[config.mk]
export PLATFORM = sky130hd
export DESIGN_NAME = instruction_fetch_flat
export DESIGN_NICKNAME = d
export VERILOG_FILES = /design/src/rtl/instruction_fetch_if.sv /design/src/rtl/instruction_fetch.sv /design/src/flat_wrapper.sv
export SDC_FILE = /design/constraint.sdc
export NUM_CORES = 1
export LEC_CHECK = 0
export ABC_CLOCK_PERIOD_IN_PS = 4100
export CAP_MARGIN = 0
export CORE_MARGIN = 2
export CORE_UTILIZATION = 26
export DETAILED_ROUTE_END_ITERATION = 7
export SLEW_MARGIN = 40
export SYNTH_ARGS = -nofsm -noshare
export SYNTH_HDL_FRONTEND = slang
export SYNTH_SLANG_ARGS = --single-unit
[constraint.sdc]
create_clock -name i_clock -period 4.1 [get_ports i_clock]
set_clock_uncertainty 0.2 [all_clocks]
set_input_delay 1.23 -clock i_clock [delete_from_list [all_inputs] [get_ports i_clock]]
set_output_delay 1.23 -clock i_clock [all_outputs]
set_load 0.01 [all_outputs]
[src/rtl/instruction_fetch_if.sv]
// Load, start, ready and instruction-presentation signals of instruction_fetch.
// The slave modport faces the fetch unit; the master modport faces its driver.
interface instruction_fetch_if #(
    parameter int DEPTH       = 16,
    parameter int INSTR_WIDTH = 16
);
    localparam int AW = $clog2(DEPTH);

    logic                   i_load_en;
    logic [AW-1:0]          i_load_addr;
    logic [INSTR_WIDTH-1:0] i_load_data;
    logic                   i_start;
    logic                   i_ready;
    logic [INSTR_WIDTH-1:0] o_instruction;
    logic                   o_valid;
    logic [AW-1:0]          o_pc;
    logic                   o_busy;
    logic                   o_done;

    modport slave (
        input  i_load_en, i_load_addr, i_load_data, i_start, i_ready,
        output o_instruction, o_valid, o_pc, o_busy, o_done
    );

    modport master (
        output i_load_en, i_load_addr, i_load_data, i_start, i_ready,
        input  o_instruction, o_valid, o_pc, o_busy, o_done
    );
endinterface

[src/rtl/instruction_fetch.sv]
// Program store plus fetch FSM: o_valid two edges after start, one word per 2 cycles, held until i_ready.
// Define INSTR_FETCH_WRAP_EN to loop from the last word back to address 0 instead of stopping.
module instruction_fetch #(
    parameter int DEPTH       = 16,
    parameter int INSTR_WIDTH = 16
) (
    input  logic                 i_clock,
    input  logic                 i_reset,
    instruction_fetch_if.slave   bus
);
    localparam int            AW   = $clog2(DEPTH);
    localparam logic [AW-1:0] LAST = AW'(DEPTH - 1);

    typedef enum logic [3:0] {
        IDLE    = 4'b0001,
        FETCH   = 4'b0010,
        PRESENT = 4'b0100,
        DONE    = 4'b1000
    } state_e;

    state_e                 state_q, state_d;
    logic [AW-1:0]          pc_q, pc_d;
    logic [INSTR_WIDTH-1:0] instr_q, instr_d;
    logic                   valid_q, valid_d;

    logic [INSTR_WIDTH-1:0] mem_q [DEPTH];
    logic [INSTR_WIDTH-1:0] rd_word;
    logic                   load_window;
    logic                   mem_we;

    assign rd_word     = mem_q[pc_q];
    assign load_window = (state_q == IDLE) || (state_q == DONE);
    assign mem_we      = !i_reset && load_window && bus.i_load_en;

    // Program storage survives reset so a program can be rerun after a reset.
    always_ff @(posedge i_clock) begin
        if (mem_we) begin
            mem_q[bus.i_load_addr] <= bus.i_load_data;
        end
    end

    always_ff @(posedge i_clock) begin
        if (i_reset) begin
            state_q <= IDLE;
            pc_q    <= '0;
            instr_q <= '0;
            valid_q <= 1'b0;
        end else begin
            state_q <= state_d;
            pc_q    <= pc_d;
            instr_q <= instr_d;
            valid_q <= valid_d;
        end
    end

    always_comb begin
        state_d = state_q;
        pc_d    = pc_q;
        instr_d = instr_q;
        valid_d = valid_q;
        unique case (state_q)
            IDLE, DONE: begin
                // A load in the same cycle as start takes precedence.
                if (bus.i_start && !bus.i_load_en) begin
                    state_d = FETCH;
                    pc_d    = '0;
                end
            end
            FETCH: begin
                if (rd_word != '0) begin
                    instr_d = rd_word;
                    valid_d = 1'b1;
                    state_d = PRESENT;
                end else begin
                    state_d = DONE;
                end
            end
            PRESENT: begin
                if (bus.i_ready) begin
                    valid_d = 1'b0;
                    if (pc_q != LAST) begin
                        pc_d    = pc_q + 1'b1;
                        state_d = FETCH;
                    end else begin
`ifdef INSTR_FETCH_WRAP_EN
                        pc_d    = '0;
                        state_d = FETCH;
`else
                        state_d = DONE;
`endif
                    end
                end
            end
            default: begin
                state_d = IDLE;
                pc_d    = '0;
                instr_d = '0;
                valid_d = 1'b0;
            end
        endcase
    end

    assign bus.o_instruction = instr_q;
    assign bus.o_valid       = valid_q;
    assign bus.o_pc          = pc_q;
    assign bus.o_busy        = (state_q == FETCH) || (state_q == PRESENT);
    assign bus.o_done        = (state_q == DONE);
endmodule
[src/flat_wrapper.sv]
// flat-port wrapper written by rule: the top's interface ports become plain ports
module instruction_fetch_flat 
#(
    parameter int DEPTH       = 16,
    parameter int INSTR_WIDTH = 16
)
  (i_clock, i_reset, bus_i_load_en, bus_i_load_addr, bus_i_load_data, bus_i_start, bus_i_ready, bus_o_instruction, bus_o_valid, bus_o_pc, bus_o_busy, bus_o_done);
  instruction_fetch_if #(.DEPTH(DEPTH), .INSTR_WIDTH(INSTR_WIDTH)) bus_i ();
  input  logic i_clock;
  input  logic i_reset;
  input wire logic [$bits(bus_i.i_load_en)-1:0] bus_i_load_en;
  input wire logic [$bits(bus_i.i_load_addr)-1:0] bus_i_load_addr;
  input wire logic [$bits(bus_i.i_load_data)-1:0] bus_i_load_data;
  input wire logic [$bits(bus_i.i_start)-1:0] bus_i_start;
  input wire logic [$bits(bus_i.i_ready)-1:0] bus_i_ready;
  output wire logic [$bits(bus_i.o_instruction)-1:0] bus_o_instruction;
  output wire logic [$bits(bus_i.o_valid)-1:0] bus_o_valid;
  output wire logic [$bits(bus_i.o_pc)-1:0] bus_o_pc;
  output wire logic [$bits(bus_i.o_busy)-1:0] bus_o_busy;
  output wire logic [$bits(bus_i.o_done)-1:0] bus_o_done;
  assign bus_i.i_load_en = bus_i_load_en;
  assign bus_i.i_load_addr = bus_i_load_addr;
  assign bus_i.i_load_data = bus_i_load_data;
  assign bus_i.i_start = bus_i_start;
  assign bus_i.i_ready = bus_i_ready;
  assign bus_o_instruction = bus_i.o_instruction;
  assign bus_o_valid = bus_i.o_valid;
  assign bus_o_pc = bus_i.o_pc;
  assign bus_o_busy = bus_i.o_busy;
  assign bus_o_done = bus_i.o_done;
  instruction_fetch #(.DEPTH(DEPTH), .INSTR_WIDTH(INSTR_WIDTH)) u_core (.i_clock(i_clock), .i_reset(i_reset), .bus(bus_i));
endmodule
==> results of run 1 <==
## cells in the final DEF, fill, tap and decap left out, types with 3 or more instances in the layout
cell type        Yosys  final
a21oi_1              4      4
a22oi_1             33     33
a32oi_1             16     16
buf_12               1      3
buf_4                2     29
clkbuf_1            15     10
clkbuf_16            0     29
clkdlybuf4s50_1      0     47
clkinv_1             1      8
clkinv_2             0      3
dfxtp_1             29     28
edfxtp_1           256    256
inv_1               18     18
mux4_1               4      4
mux4_2              60     60
nand2_1             22     22
nand3_1              4      4
nor2_1              26     13
nor2_2               0     13
nor2b_1              5      5
nor3_2               0      4
nor4_2               4      4
o41ai_1              9      9
o41ai_2              7      7
## kinds of logic after synthesis
kind of cell    synth area share (%)
flops                           74.6
simple gates                    3.75
compound gates                  5.90
buf+inv                         2.23
fa+ha+maj                      0.113
mux                             13.1
xor+xnor                       0.316
## power breakdown
part | leakage (nW) | total [mW] | switching [mW] | internal [mW]
clock network | 0.406 | 2.36 | 1.01 | 1.35
logic | 1.06 | 0.987 | 0.495 | 0.492
registers | 2.54 | 3.31 | 0.0763 | 3.23
total | 4.01 | 6.66 | 1.58 | 5.07
## sequential cells by signal, indices dropped and copies added (netlist names), named ones only
| name | count |
|---|---|
| u_core.mem_q | 256 |
| u_core.bus.o_instruction | 16 |
| u_core.bus.o_pc | 4 |
| u_core.state_q | 4 |
| u_core.bus.o_valid | 1 |
## worst max-delay path, stage by stage (launching register included)
cell and delay [ps]:
dfxtp_1 360, or4b_2 760, nand2_1 140, clkdlybuf4s50_1 550
## final timing paths
path / from / slack (ps) / to
worst min register to register: u_core.bus.o_valid$_SDFFE_PP0P_ / 280 / u_core.bus.o_valid$_SDFFE_PP0P_
worst max-delay path: u_core.state_q[0]$_SDFFE_PP1P_ / 320 / bus_o_busy
worst max register to register: flip-flop / 650 / u_core.bus.o_instruction[5]$_SDFFE_PP0P_
worst min-delay path: u_core.bus.o_valid$_SDFFE_PP0P_ / 280 / u_core.bus.o_valid$_SDFFE_PP0P_
## metal layers
layer	up-vias	GRT usage [%]	share of wire, %
li1	2486	-	-
met1	2939	14.7	46
met2	145	17.5	47
met3	38	2.29	5.5
met4	4	3.01	1.8
met5	-	0	0.10
## area by class of cell
| class | instances | area (um2) |
|---|---|---|
| clock buffer | 39 | 763 |
| clock inverter | 12 | 76.3 |
| fill | 4046 | 28800 |
| inverter | 19 | 71.3 |
| multi-input combinational | 225 | 2630 |
| sequential | 285 | 8270 |
| tap | 539 | 674 |
| timing repair buffer | 79 | 748 |
==> flow_metrics.tcl, run 1 <==
set metrics [dict create \
    cts_buffers 28 \
    drive_gt1_share_pct 24.3 \
    die_h_um 211 \
    yosysMostFrequentCell "edfxtp_1" \
    postSynthCellCount 558 \
    routed_via_density 4.68 \
    max_freq_mhz 264 \
    finalMaxSlewViolations 0 \
    cts_tree "built" \
    place_congestion 0.735 \
    hp-class "flip-flop to flip-flop" \
    fin_crit_sh_pct 92.3 \
    reg2reg_depth 7 \
    area_growth_pct 19.4 \
    hold_buffers 0 \
    grt_max_degree 37 \
    netlist_area_um2 11100 \
    path_max_fanout 6 \
    hold_viol 0 \
    root_buffer "clkbuf_16" \
    cp-start-kind "flip-flop" \
    ys_seq_elements 285 \
    peakVddDrop_mv 0.354 \
    grt_overflow_total 0 \
    coreArea_um2 42000 \
    insertion_delay_ps 540 \
    post-dp-hpwl_um 15200 \
    die_area_um2 44300 \
    setup_slack_ps 317 \
    firstDrtPassIters 5 \
    power_mw 6.66 \
    drt_iter0_markers 550 \
    end_kind "output pin" \
    ant_nets 0 \
    layout_min_cycle_time_ps 3780 \
    setup_viol 0 \
    fin_worst_hold_slack_ps 280 \
    rows 75 \
    drc 0 \
    clock_sinks 285 \
    wl_per_cell_um 19.9 \
    tightest_slew_ps 781 \
    rsz0062_at_grt "no" \
    fin_nets 664 \
    worstPathArrival_ps 2350 \
    drt_wl_total_um 23900 \
    cts_setup_buffers 0 \
    synth.area.top_cells "edfxtp_1 (69%), mux4_2 (12%), dfxtp_1 (5.2%), a22oi_1 (2.2%), a32oi_1 (1.3%)" \
    synth_enable_flop_cells 256 \
    ctsResizeCount 0 \
    initial_core_util_pct 26.4 \
    cap_viol_max_count 0 \
    fin_area_um2 13200 \
    power_leakage_nw 4.01 \
    p_per_area_nw_per_um2 503 \
    synth_commonest_cells "edfxtp_1 (256), mux4_2 (60), a22oi_1 (33), dfxtp_1 (29), nor2_1 (26)" \
    synth.avg_cell_area_um2 19.9 \
    clockBufferDepth 3 \
    yosysTopAreaCell "edfxtp_1" \
    place_ws_ps 627 \
    h-tree-depth 1 \
    ys_seq_area_share_pct 74.6 \
    synth_flop_cell "edfxtp_1" \
    yosysWarningCount 0 \
    critPathKind "flip-flop to output pin" \
    syn_nets 584 \
    place_inst 1147 \
    cp_data_required_time_ps 2670 \
    grt.total_usage_pct 10.8 \
    num_vias 5612 \
    outcome "finished clean" \
    hold_path_depth 1 \
    io_buffers 47 \
    placed_cell_area_um2 12400 \
    antenna_found_initial 2 \
    diodes 0 \
    async_reset_ff_share_pct 0 \
    tns_ps 0 \
    fp.dieW_um 211 \
    ios 48 \
    ys_types 42 \
    instances_no_fill 1198 \
    clkTransAtPathRegs_ps 60 \
    grt_pass1_wl_um 36100 \
    post-route-util_pct 31.5 \
    netlist.area_leader.share_pct 69.3 \
    relSlewSlack_pct 47.8 \
    grt_pass1_vias 5779 \
]
(Power assumes the default switching activity.)
==> run 2, diff against run 1 <==
--- a/config.mk
+++ b/config.mk
@@ -8,8 +8,9 @@
 export ABC_CLOCK_PERIOD_IN_PS = 4100
 export CAP_MARGIN = 0
 export CORE_MARGIN = 2
-export CORE_UTILIZATION = 26
+export CORE_UTILIZATION = 30
 export DETAILED_ROUTE_END_ITERATION = 7
+export RECOVER_POWER = 100
 export SLEW_MARGIN = 40
 export SYNTH_ARGS = -nofsm -noshare
 export SYNTH_HDL_FRONTEND = slang
==> run 2 against run 1 <==
Effect of this change:
- die area fell by 13%
- routed wire length decreased by 1.2%
- setup slack worse by 140 ps
- non-clock buffer count is 5 lower
- critical path depth is 1 higher
- clock power grew 9.7%
- count of clock-buffer cells in the layout fell by 6
- first-iteration DRC count shrank 2.4%
- hold slack better by 1.1 ps
==> flow_metrics.tcl, run 2 (synthesis results as in run 1) <==
set metrics [dict create \
    finalMaxSlewViolations 0 \
    tns_ps 0 \
    grt_overflow_total 0 \
    cts_buffers 28 \
    comb_power_share_pct 14.0 \
    num_vias 5550 \
    cp-start-kind "flip-flop" \
    placed_cell_area_um2 12300 \
    fin_crit_sh_pct 95.7 \
    ctsResizeCount 0 \
    outcome "finished clean" \
    critPathKind "flip-flop to output pin" \
    die_h_um 196 \
    hp-class "flip-flop to flip-flop" \
    cts_setup_buffers 0 \
    clkTransAtPathRegs_ps 70 \
    wl_met1_um 10400 \
    h-tree-depth 1 \
    max_freq_mhz 255 \
    root_buffer "clkbuf_16" \
    hold_buffers 0 \
    rsz0062_at_grt "no" \
    fin_area_um2 13100 \
    clockBufferDepth 3 \
    wl_met3_um 1240 \
    instances_no_fill 1123 \
    grt_pass1_vias 5775 \
    worstPathArrival_ps 2490 \
    layout_common_cells "edfxtp_1 (256), mux4_2 (60), dlygate4sd3_1 (40), a22oi_1 (33), clkbuf_16 (29)" \
    clock_sinks 285 \
    place_inst 1071 \
    area_growth_pct 17.8 \
    antenna_found_initial 2 \
    drc 0 \
    setup_viol 0 \
    routed-wl-met2_um 11400 \
    end_kind "output pin" \
    tightest_slew_ps 1200 \
    ant_nets 0 \
    highest_layer "met5" \
    insertion_delay_ps 540 \
    rows 70 \
    endpoint "bus_o_busy" \
    r2r_slack_ps 370 \
    drive_gt1_share_pct 20.0 \
    routed_via_density 4.94 \
    setup_slack_ps 176 \
    seqPwrFrac_pct 48.1 \
    relSlewSlack_pct 20.0 \
    coreArea_um2 36500 \
    final_common_cell "edfxtp_1" \
    cp_data_required_time_ps 2670 \
    wl_per_cell_um 21.0 \
    grt.total_usage_pct 12.4 \
    diodes 0 \
    initial_core_util_pct 30.4 \
    post-dp-hpwl_um 14800 \
    reg2reg_depth 7 \
    cap_viol_max_count 0 \
    top_register "u_core.mem_q" \
    place_ws_ps 528 \
    io_buffers 47 \
    ios 48 \
    post-route-util_pct 35.8 \
    power_leakage_nw 3.99 \
    net-switching-power_mw 1.60 \
    fin_nets 659 \
    largest_reg_flops 256 \
    grt_pass1_wl_um 36100 \
    p_per_area_nw_per_um2 521 \
    hold_viol 0 \
    place_congestion 0.799 \
    grt_max_degree 42 \
    path_max_fanout 20 \
    drt_wl_total_um 23600 \
    die_area_um2 38500 \
    swShare_pct 23.5 \
    peakVddDrop_mv 0.288 \
    layout_min_cycle_time_ps 3920 \
    crit_start "u_core.state_q[0]$_SDFFE_PP1P_" \
    firstDrtPassIters 5 \
    power.internal_mw 5.21 \
    n_fill_cell 3348 \
    fp.dieW_um 196 \
    cts_tree "built" \
    power_frac_clock_pct 38.0 \
    drt_iter0_markers 537 \
    worstReg2RegEnd "u_core.bus.o_instruction[0]$_SDFFE_PP0P_" \
]
run 2: changes by cell type in the layout (fill, tap and decap cells not counted), sizes merged:
cell           delta
dlygate4sd3      +40
bufinv            +3
clkdlybuf4s50    -40
clkbuf           +15
clkinvlp          +2
clkinv            +2
buf              -26
run 2: worst min path at each step:
stage                                                    end  cells after the start  slack [ps]                                startpoint
finish                       u_core.bus.o_valid$_SDFFE_PP0P_                      1         280           u_core.bus.o_valid$_SDFFE_PP0P_
global route        u_core.bus.o_instruction[9]$_SDFFE_PP0P_                      2         300  u_core.bus.o_instruction[9]$_SDFFE_PP0P_
CTS                          u_core.bus.o_valid$_SDFFE_PP0P_                      1         290           u_core.bus.o_valid$_SDFFE_PP0P_
detailed placement           u_core.bus.o_valid$_SDFFE_PP0P_                      1         270           u_core.bus.o_valid$_SDFFE_PP0P_
global placement             u_core.bus.o_valid$_SDFFE_PP0P_                      1         270           u_core.bus.o_valid$_SDFFE_PP0P_
floorplan           u_core.bus.o_instruction[0]$_SDFFE_PP0P_                      2         290  u_core.bus.o_instruction[0]$_SDFFE_PP0P_
run 2: final cells by class:
class / instances / area [um2] / share of cell area (%)
Inverter: 19 / 71.3 / 0.546
Clock buffer: 33 / 741 / 5.67
Sequential cell: 285 / 8270 / 63.3
Clock inverter: 19 / 195 / 1.49
Timing Repair Buffer: 74 / 633 / 4.85
Multi-Input combinational cell: 225 / 2560 / 19.6
Tap cell: 468 / 586 / 4.48
run 2: worst max-delay path: stages (launching register included):
cell and delay (ps):
dfxtp_1 360, or4b_2 680, buf_4 230, nand2_1 130
clkdlybuf4s50_1 550
run 2: power by group through the flow:
stage	registers, mW	clock network, mW	logic, mW
floorplan	3.32	0	0.737
global placement	3.34	0	0.989
detailed placement	3.34	0	0.995
CTS	3.28	2.66	0.996
global route	3.28	2.75	1.04
finish	3.27	2.59	0.952
run 2: per-layer routing:
| metal | vias to the layer above | track usage, % |
|---|---|---|
| li1 | 2492 | - |
| met1 | 2863 | 16.8 |
| met2 | 148 | 20.4 |
| met3 | 43 | 2.46 |
| met4 | 4 | 3.48 |
| met5 | - | 0 |
run 2: metrics by stage:
step                      hold slack (ps)  total power [mW]
final                                 281              6.81
after global routing                  301              7.07
after CTS                             286              6.93
after detailed placement              270              4.33
after global placement                266              4.33
after floorplan                       295              4.06
